### src/rtl/store_pkg.sv
// Shared store-path definitions: size codes, FSM encoding and request helpers.
// Also used by the load-side assembler.
package store_pkg;

   localparam logic [1:0] SIZE_BYTE = 2'b00;
   localparam logic [1:0] SIZE_HALF = 2'b01;
   localparam logic [1:0] SIZE_WORD = 2'b10;

   localparam logic [1:0] ST_IDLE   = 2'd0;
   localparam logic [1:0] ST_SEND   = 2'd1;
   localparam logic [1:0] ST_FINISH = 2'd2;

   // Number of memory beats a legal size code needs; 0 for the illegal code.
   function automatic logic [2:0] beats_for_size(input logic [1:0] size);
      case (size)
         SIZE_BYTE: beats_for_size = 3'd1;
         SIZE_HALF: beats_for_size = 3'd2;
         SIZE_WORD: beats_for_size = 3'd4;
         default:   beats_for_size = 3'd0;
      endcase
   endfunction

   // addr_lsbs[1] is the address LSB (big-endian bit numbering).
   function automatic logic misaligned(input logic [1:0] size, input logic [0:1] addr_lsbs);
      case (size)
         SIZE_HALF: misaligned = addr_lsbs[1];
         SIZE_WORD: misaligned = |addr_lsbs;
         default:   misaligned = 1'b0;
      endcase
   endfunction

endpackage

### src/rtl/store_lane_mux.sv
// Picks the register byte for a given beat of a narrowed store.
// Big-endian: beat 0 carries the most significant selected byte.
module store_lane_mux
   import store_pkg::*;
(
   input  logic [0:31] data,
   input  logic [1:0]  size,
   input  logic [0:1]  beat_idx,
   output logic [0:7]  lane_byte
);

   logic [1:0] lane;

   // NOTE: every variable assigned in a combinational block gets a default first, so no latch is inferred.
   always_comb begin
      lane = beat_idx;
      case (size)
         SIZE_BYTE: lane = 2'd3;
         SIZE_HALF: lane = {1'b1, beat_idx[1]};
         default:   lane = beat_idx;
      endcase

      case (lane)
         2'd0:    lane_byte = data[0:7];
         2'd1:    lane_byte = data[8:15];
         2'd2:    lane_byte = data[16:23];
         default: lane_byte = data[24:31];
      endcase
   end

endmodule

### src/rtl/store_narrow_serializer.sv
// Narrows a 32-bit store to byte/half/word and streams it one byte per beat
// onto a byte-wide memory port, with valid/ready on both sides.
module store_narrow_serializer
   import store_pkg::*;
#(
   parameter int ADDR_W = 32
) (
   input  logic              clk,
   input  logic              rst_n,
   input  logic              req_valid,
   output logic              req_ready,
   input  logic [0:31]       req_data,
   input  logic [0:ADDR_W-1] req_addr,
   input  logic [1:0]        req_size,
   output logic              mem_valid,
   input  logic              mem_ready,
   output logic [0:ADDR_W-1] mem_addr,
   output logic [0:7]        mem_byte,
   output logic              done,
   output logic              err
);

   logic [1:0]        state;
   logic [0:31]       data_q;
   logic [0:ADDR_W-1] addr_q;
   logic [1:0]        size_q;
   logic [0:1]        beat_idx;
   logic [0:1]        last_idx;
   logic              err_q;

   logic       req_bad;
   logic [2:0] beats_m1;

   assign req_bad  = (req_size == 2'b11) || misaligned(req_size, req_addr[ADDR_W-2:ADDR_W-1]);
   assign beats_m1 = beats_for_size(req_size) - 3'd1;

   // NOTE: state registers use non-blocking assignments so every flop samples pre-edge values.
   always_ff @(posedge clk) begin
      if (!rst_n) begin
         state    <= ST_IDLE;
         data_q   <= '0;
         addr_q   <= '0;
         size_q   <= SIZE_BYTE;
         beat_idx <= '0;
         last_idx <= '0;
         err_q    <= 1'b0;
      end else begin
         err_q <= 1'b0;
         case (state)
            ST_IDLE: begin
               if (req_valid) begin
                  data_q <= req_data;
                  addr_q <= req_addr;
                  size_q <= req_size;
                  if (req_bad) begin
                     err_q <= 1'b1;
                  end else begin
                     beat_idx <= '0;
                     last_idx <= beats_m1[1:0];
                     state    <= ST_SEND;
                  end
               end
            end
            ST_SEND: begin
               // mem_valid is high throughout SEND, so mem_ready alone completes a beat.
               if (mem_ready) begin
                  if (beat_idx == last_idx) state <= ST_FINISH;
                  else                      beat_idx <= beat_idx + 2'd1;
               end
            end
            ST_FINISH: state <= ST_IDLE;
            default:   state <= ST_IDLE;
         endcase
      end
   end

   store_lane_mux u_lane_mux (
      .data      (data_q),
      .size      (size_q),
      .beat_idx  (beat_idx),
      .lane_byte (mem_byte)
   );

   // Address arithmetic wraps naturally at 2^ADDR_W.
   assign mem_addr  = addr_q + {{(ADDR_W-2){1'b0}}, beat_idx};
   assign req_ready = (state == ST_IDLE);
   assign mem_valid = (state == ST_SEND);
   assign done      = (state == ST_FINISH);
   assign err       = err_q;

endmodule

### config.mk
export PLATFORM = sky130hd
export DESIGN_NAME = store_narrow_serializer
export DESIGN_NICKNAME = d
export VERILOG_FILES = /design/src/rtl/store_pkg.sv /design/src/rtl/store_lane_mux.sv /design/src/rtl/store_narrow_serializer.sv
export SDC_FILE = /design/constraint.sdc
export NUM_CORES = 1
export LEC_CHECK = 0
export CORE_MARGIN = 5
export CORE_UTILIZATION = 47
export DETAILED_ROUTE_END_ITERATION = 16
export GPL_TIMING_DRIVEN = 0
export PLACE_DENSITY = 0.8
export SLEW_MARGIN = 0
export SYNTH_ARGS = -nofsm -noshare
export SYNTH_HDL_FRONTEND = slang
export SYNTH_HIERARCHICAL = 1
export SYNTH_SLANG_ARGS = --single-unit
### constraint.sdc
create_clock -name clk -period 3.7 [get_ports clk]
set_clock_uncertainty 0.15 [all_clocks]
set_input_delay 0.74 -clock clk [delete_from_list [all_inputs] [get_ports clk]]
set_output_delay 0.74 -clock clk [all_outputs]
set_load 0.02 [all_outputs]
Yosys cells after proc, flatten, opt, wreduce, memory -nomap -nowiden
Index checks and enable logic that the tools add are counted.

cells by class
  reduce and logical (&&, ||, !) cells = 12
  bitwise gates (word level) = 1
  mux-type cells = 15
  magnitude comparators = 0
  divide/modulo/power cells = 0
  shifts and indexed selects = 0
  eq/ne operators = 14
  multiply operators = 0
  add/sub/neg operators = 3

operators by type and width
  cell                                                   count
  adder 32 x 2 -> 32 bit                                 1
  one-hot mux 8 bit (3 select lines)                     1
  two-way mux 2 bit                                      8
  one-hot mux 2 bit (2 select lines)                     3
  equality test 2 x 1 -> 1 bit, second input constant    4
  equality test 2 bit, second input constant             4
  logical NOT 2 bit                                      4
  inequality test 2 bit, second input constant           3
  one-hot mux 2 bit (3 select lines)                     1
  AND reduction 3 bit                                    2
  AND reduction 5 bit                                    1
  inequality test 2 x 1 -> 1 bit, second input constant  2
  AND reduction 4 bit                                    1
  adder 2 x 1 -> 2 bit, second input constant            1
  equality test 2 bit                                    1
  one-hot mux 1 bit (2 select lines)                     1
  AND reduction 2 bit                                    1
  nonzero test 2 bit                                     1
  OR reduction 2 bit                                     1
  subtractor 2 x 1 -> 2 bit, second input constant       1
  logical OR 1 bit                                       1
  two-way mux 1 bit                                      1
  NOT 1 bit                                              1

word-level totals
  memories kept = 0
  bits of input ports = 70
  ROM bits = 0
  output and inout port bits = 44
  word-level logic and storage cells = 52
  latch bits = 0
  memory bits (writable) = 0
  flip-flop bits (word level) = 73

Longest topological paths before layout
  depth after elaboration = 6
  mapped depth = 7
  gate-level depth less buffers = 7

Hierarchy
The synthesis kept the hierarchy.

by module, submodules not included
  module                   area an instance (µm²)  sequential area each (µm²)  cells an instance  instances
  store_narrow_serializer  3519.6                  1461.4                      433                1
  store_lane_mux           254.0                   0.0                         34                 1

Worst setup path after synthesis
OpenSTA, ideal clock, no wires.

  path type = flip-flop to output port
  start point = reg beat_idx[1] in the netlist's numbering
  end point = out mem_addr[7] in the netlist's numbering
  arrival = 2241 ps
  stages on the path, launching flop included = 8
  buffers on the path = 0
  setup slack = 569 ps
  required time = 2810 ps
  cell sequence = dfxtp_1 > ha_1 > inv_1 > fa_1 > and4b_1 > nand2_1 > nor4_1 > xor2_1

on the way
  cells in the longest elaborated chain, start to end = 1

RTL lines
  what                      RTL line                       RTL
  start: declaration        store_narrow_serializer.sv:27  logic [0:1] beat_idx;
  start signal: assignment  store_narrow_serializer.sv:68  else beat_idx <= beat_idx + 2'd1;
  adder 32 x 2 -> 32 bit    store_narrow_serializer.sv:85  assign mem_addr = addr_q + {{(ADDR_W-2){1'b0}}, beat_idx};
  end: declaration          store_narrow_serializer.sv:17  output logic [0:ADDR_W-1] mem_addr,

No other way between the ends.

Worst setup path after layout
  start point = reg beat_idx[1] in the netlist's numbering
  end point = out mem_addr[9] in the netlist's numbering

The elaborated chain is that of the path after synthesis.

==> impl_metrics.env <==
export IMPL_ys_seq_area_share_pct=38.7
export IMPL_via_per_inst=5.02
export IMPL_wl_um=9770
export IMPL_initial_utilization_pct=48.6
export IMPL_fmax_mhz=281
export IMPL_cts_sinks=73
export IMPL_num_io_pins=114
export IMPL_synth_avg_cell_area_um2=8.08
export IMPL_min_period_over_period_pct=96.3
export IMPL_wl_per_cell_um=14.0
export IMPL_final_hold_viol_count=0
export IMPL_synth_edf_count=0
export IMPL_whs_ps=315
export IMPL_yosys_top_cells_area="dfxtp_1 (39%), nand2_1 (15%), a21boi_0 (14%)"
export IMPL_start_kind="register"
export IMPL_yosys_area_top_type_share_pct=38.7
export IMPL_slew_violations=0
export IMPL_setup_tns_ps=0
export IMPL_core_area_um2=7770
export IMPL_h_tree_depth=3
export IMPL_place_congestion=0.814
export IMPL_final_layout_size_suffix_gt1_share_pct=6.89
export IMPL_final_util_pct=68.3
export IMPL_cts_tree="yes"
export IMPL_die_w_um=99.6
export IMPL_clkLatencyLatePin_ps=330
export IMPL_vias=3498
export IMPL_ys_warn_count=6
export IMPL_drc=0
export IMPL_max_cap_viol_count=0
export IMPL_ant_nets=0
export IMPL_synthFlopType="dfxtp_1"
export IMPL_grt_pass1_vias=3414
export IMPL_cts_buffers=9
export IMPL_nNetsFinal=669
export IMPL_period_minus_slack_ps=3560
export IMPL_arrival_ps=2670
export IMPL_irDropWorstVdd_v=0.000217
export IMPL_rr_startpoint="state[1]"
export IMPL_worstSetupPathType="register to output pin"
export IMPL_cts_root_buf="clkbuf_8"
export IMPL_rows=32
export IMPL_synth_area_um2=3770
export IMPL_clk_pin_slew_worst_paths_ps=80
export IMPL_grt_pass1_wl_um=15900
export IMPL_die_height_um=99.6
export IMPL_clk_path_buf_depth=2
export IMPL_dpl_cell_count=681
export IMPL_first_pass_iters=4
export IMPL_p_total_mw=2.10
export IMPL_syn_to_final_growth_pct=40.7
export IMPL_drt_iter0_drc=122
export IMPL_ys_top_cells_by_count="nand2_1 (152), dfxtp_1 (73), a21boi_0 (68)"
export IMPL_hold_path_class="register to register"
export IMPL_slew_limit_headroom_pct=66.4
export IMPL_finalNonFillerCells=697
export IMPL_tightest_slew_ps=505
export IMPL_worstPathMaxFanout=10
export IMPL_ys_ff_latch=73
export IMPL_p_leak_nw=2.11
export IMPL_status="finished clean"
export IMPL_place_area_um2=5020
export IMPL_die_area_um2=9920
export IMPL_place_hpwl_um=7730
export IMPL_critPathCaptureType="output pin"
export IMPL_yosysMostFrequentCell="nand2_1"
export IMPL_crit_required_ps=2810
export IMPL_grt_use_total_pct=19.6
export IMPL_startpoint="beat_idx[1]"
export IMPL_async_reset_ff_share_pct=0
export IMPL_portBuffers=112
export IMPL_antenna_found_initial=0
export IMPL_setup_violations=0
export IMPL_synth_top_area_cell="dfxtp_1"
export IMPL_fin_ws_ps=138
export IMPL_syn_inst=467
export IMPL_min_from="addr_q[1]"
export IMPL_syn_nets=545
export IMPL_synth_distinct_cells=40
export IMPL_pre_cts_slack_ps=-109
export IMPL_final_area_um2=5310
export IMPL_diodes=0
export IMPL_grt_overflow_total=0
export IMPL_grt_max_degree=13
export IMPL_power_density_nw_per_um2=396
-- per-layer routing --
layer | track usage [%] | vias to the layer above | wire [um]
met5 | 0 | - | 0
met4 | 5.78 | 0 | 74
met3 | 4.28 | 6 | 596
met2 | 33.7 | 107 | 4720
met1 | 24.6 | 1577 | 4370
li1 | - | 1808 | -
-- kinds of logic (layout without fill, tap and decap cells) --
kind of cell | Yosys count | count (layout) | synth area share [%]
adder cells (fa/ha/maj) | 8 | 8 | 2.85
buffers and inverters | 39 | 167 | 4.44
AO/OA/AOI/OAI | 86 | 86 | 17.5
XOR/XNOR | 33 | 33 | 7.66
flip-flops | 73 | 73 | 38.7
AND/OR/NAND/NOR | 219 | 219 | 26.5
multiplexers | 9 | 9 | 2.39
-- worst max-delay path: stages, from the launching register on --
cell           delay, ps
dfxtp_4              410
ha_1                 190
inv_1                 60
fa_1                 430
and4b_2              370
nand2_2              160
nor3_1               220
xor2_1               150
dlygate4sd2_1        350
-- repair_timing --
item / CTS / global route
pin swaps: 0 / 1
buffers inserted: 0 / 1
hold buffers: 0 / 0
gates resized for setup: 14 / 11
endpoints found under the setup margin: 13 / 12
-- state kept, by name, indices dropped and copies added (netlist names) --
register and count:
data_q 32, err 1, size_q 2, addr_q 32
state 2, last_idx 2, beat_idx 2
-- path summary, 6_finish.rpt --
| path | cells past startpoint | slack, ps | to |
|---|---|---|---|
| min | 2 | 320 | addr_q[1] |
| min reg2reg | 2 | 320 | addr_q[1] |
| max reg2reg | 5 | 1650 | data_q[19] |
| max | 8 | 140 | mem_addr[9] |
-- where the power goes --
group	total [mW]	internal [mW]	switching, mW
logic	0.395	0.197	0.199
clock network	0.821	0.531	0.289
registers	0.887	0.839	0.0481
total	2.10	1.57	0.536
-- cell type report --
cell class	count	area, um^2
Fill cell	655	2460
Multi-Input combinational cell	355	2160
Sequential cell	73	1470
Timing Repair Buffer	113	1120
Clock buffer	10	138
Clock inverter	5	128
Tap cell	102	128
Buffer	26	119
Inverter	13	48.8
-- layout by cell type (no fill, tap or decap), types with 2 or more instances in the layout --
master,count
nand3_1,9
nor2_1,16
clkdlybuf4s50_1,98
and3_1,2
clkbuf_1,13
a211oi_1,2
clkbuf_2,2
ha_1,7
mux2i_1,9
a221o_1,7
nand2_1,151
dlygate4sd2_1,8
dfxtp_1,72
nor3_1,8
dlymetal6s2s_1,4
nand2b_1,2
xor2_1,19
buf_1,6
xnor2_1,14
a21boi_0,68
bufinv_16,4
and4_1,4
buf_6,2
buf_2,5
nand4_1,6
inv_1,13
nor3_2,2
a21o_1,2
clkbuf_8,10
nor4_2,6
nor2b_1,4
o211ai_1,2
Power figures use the tool's default switching activity.
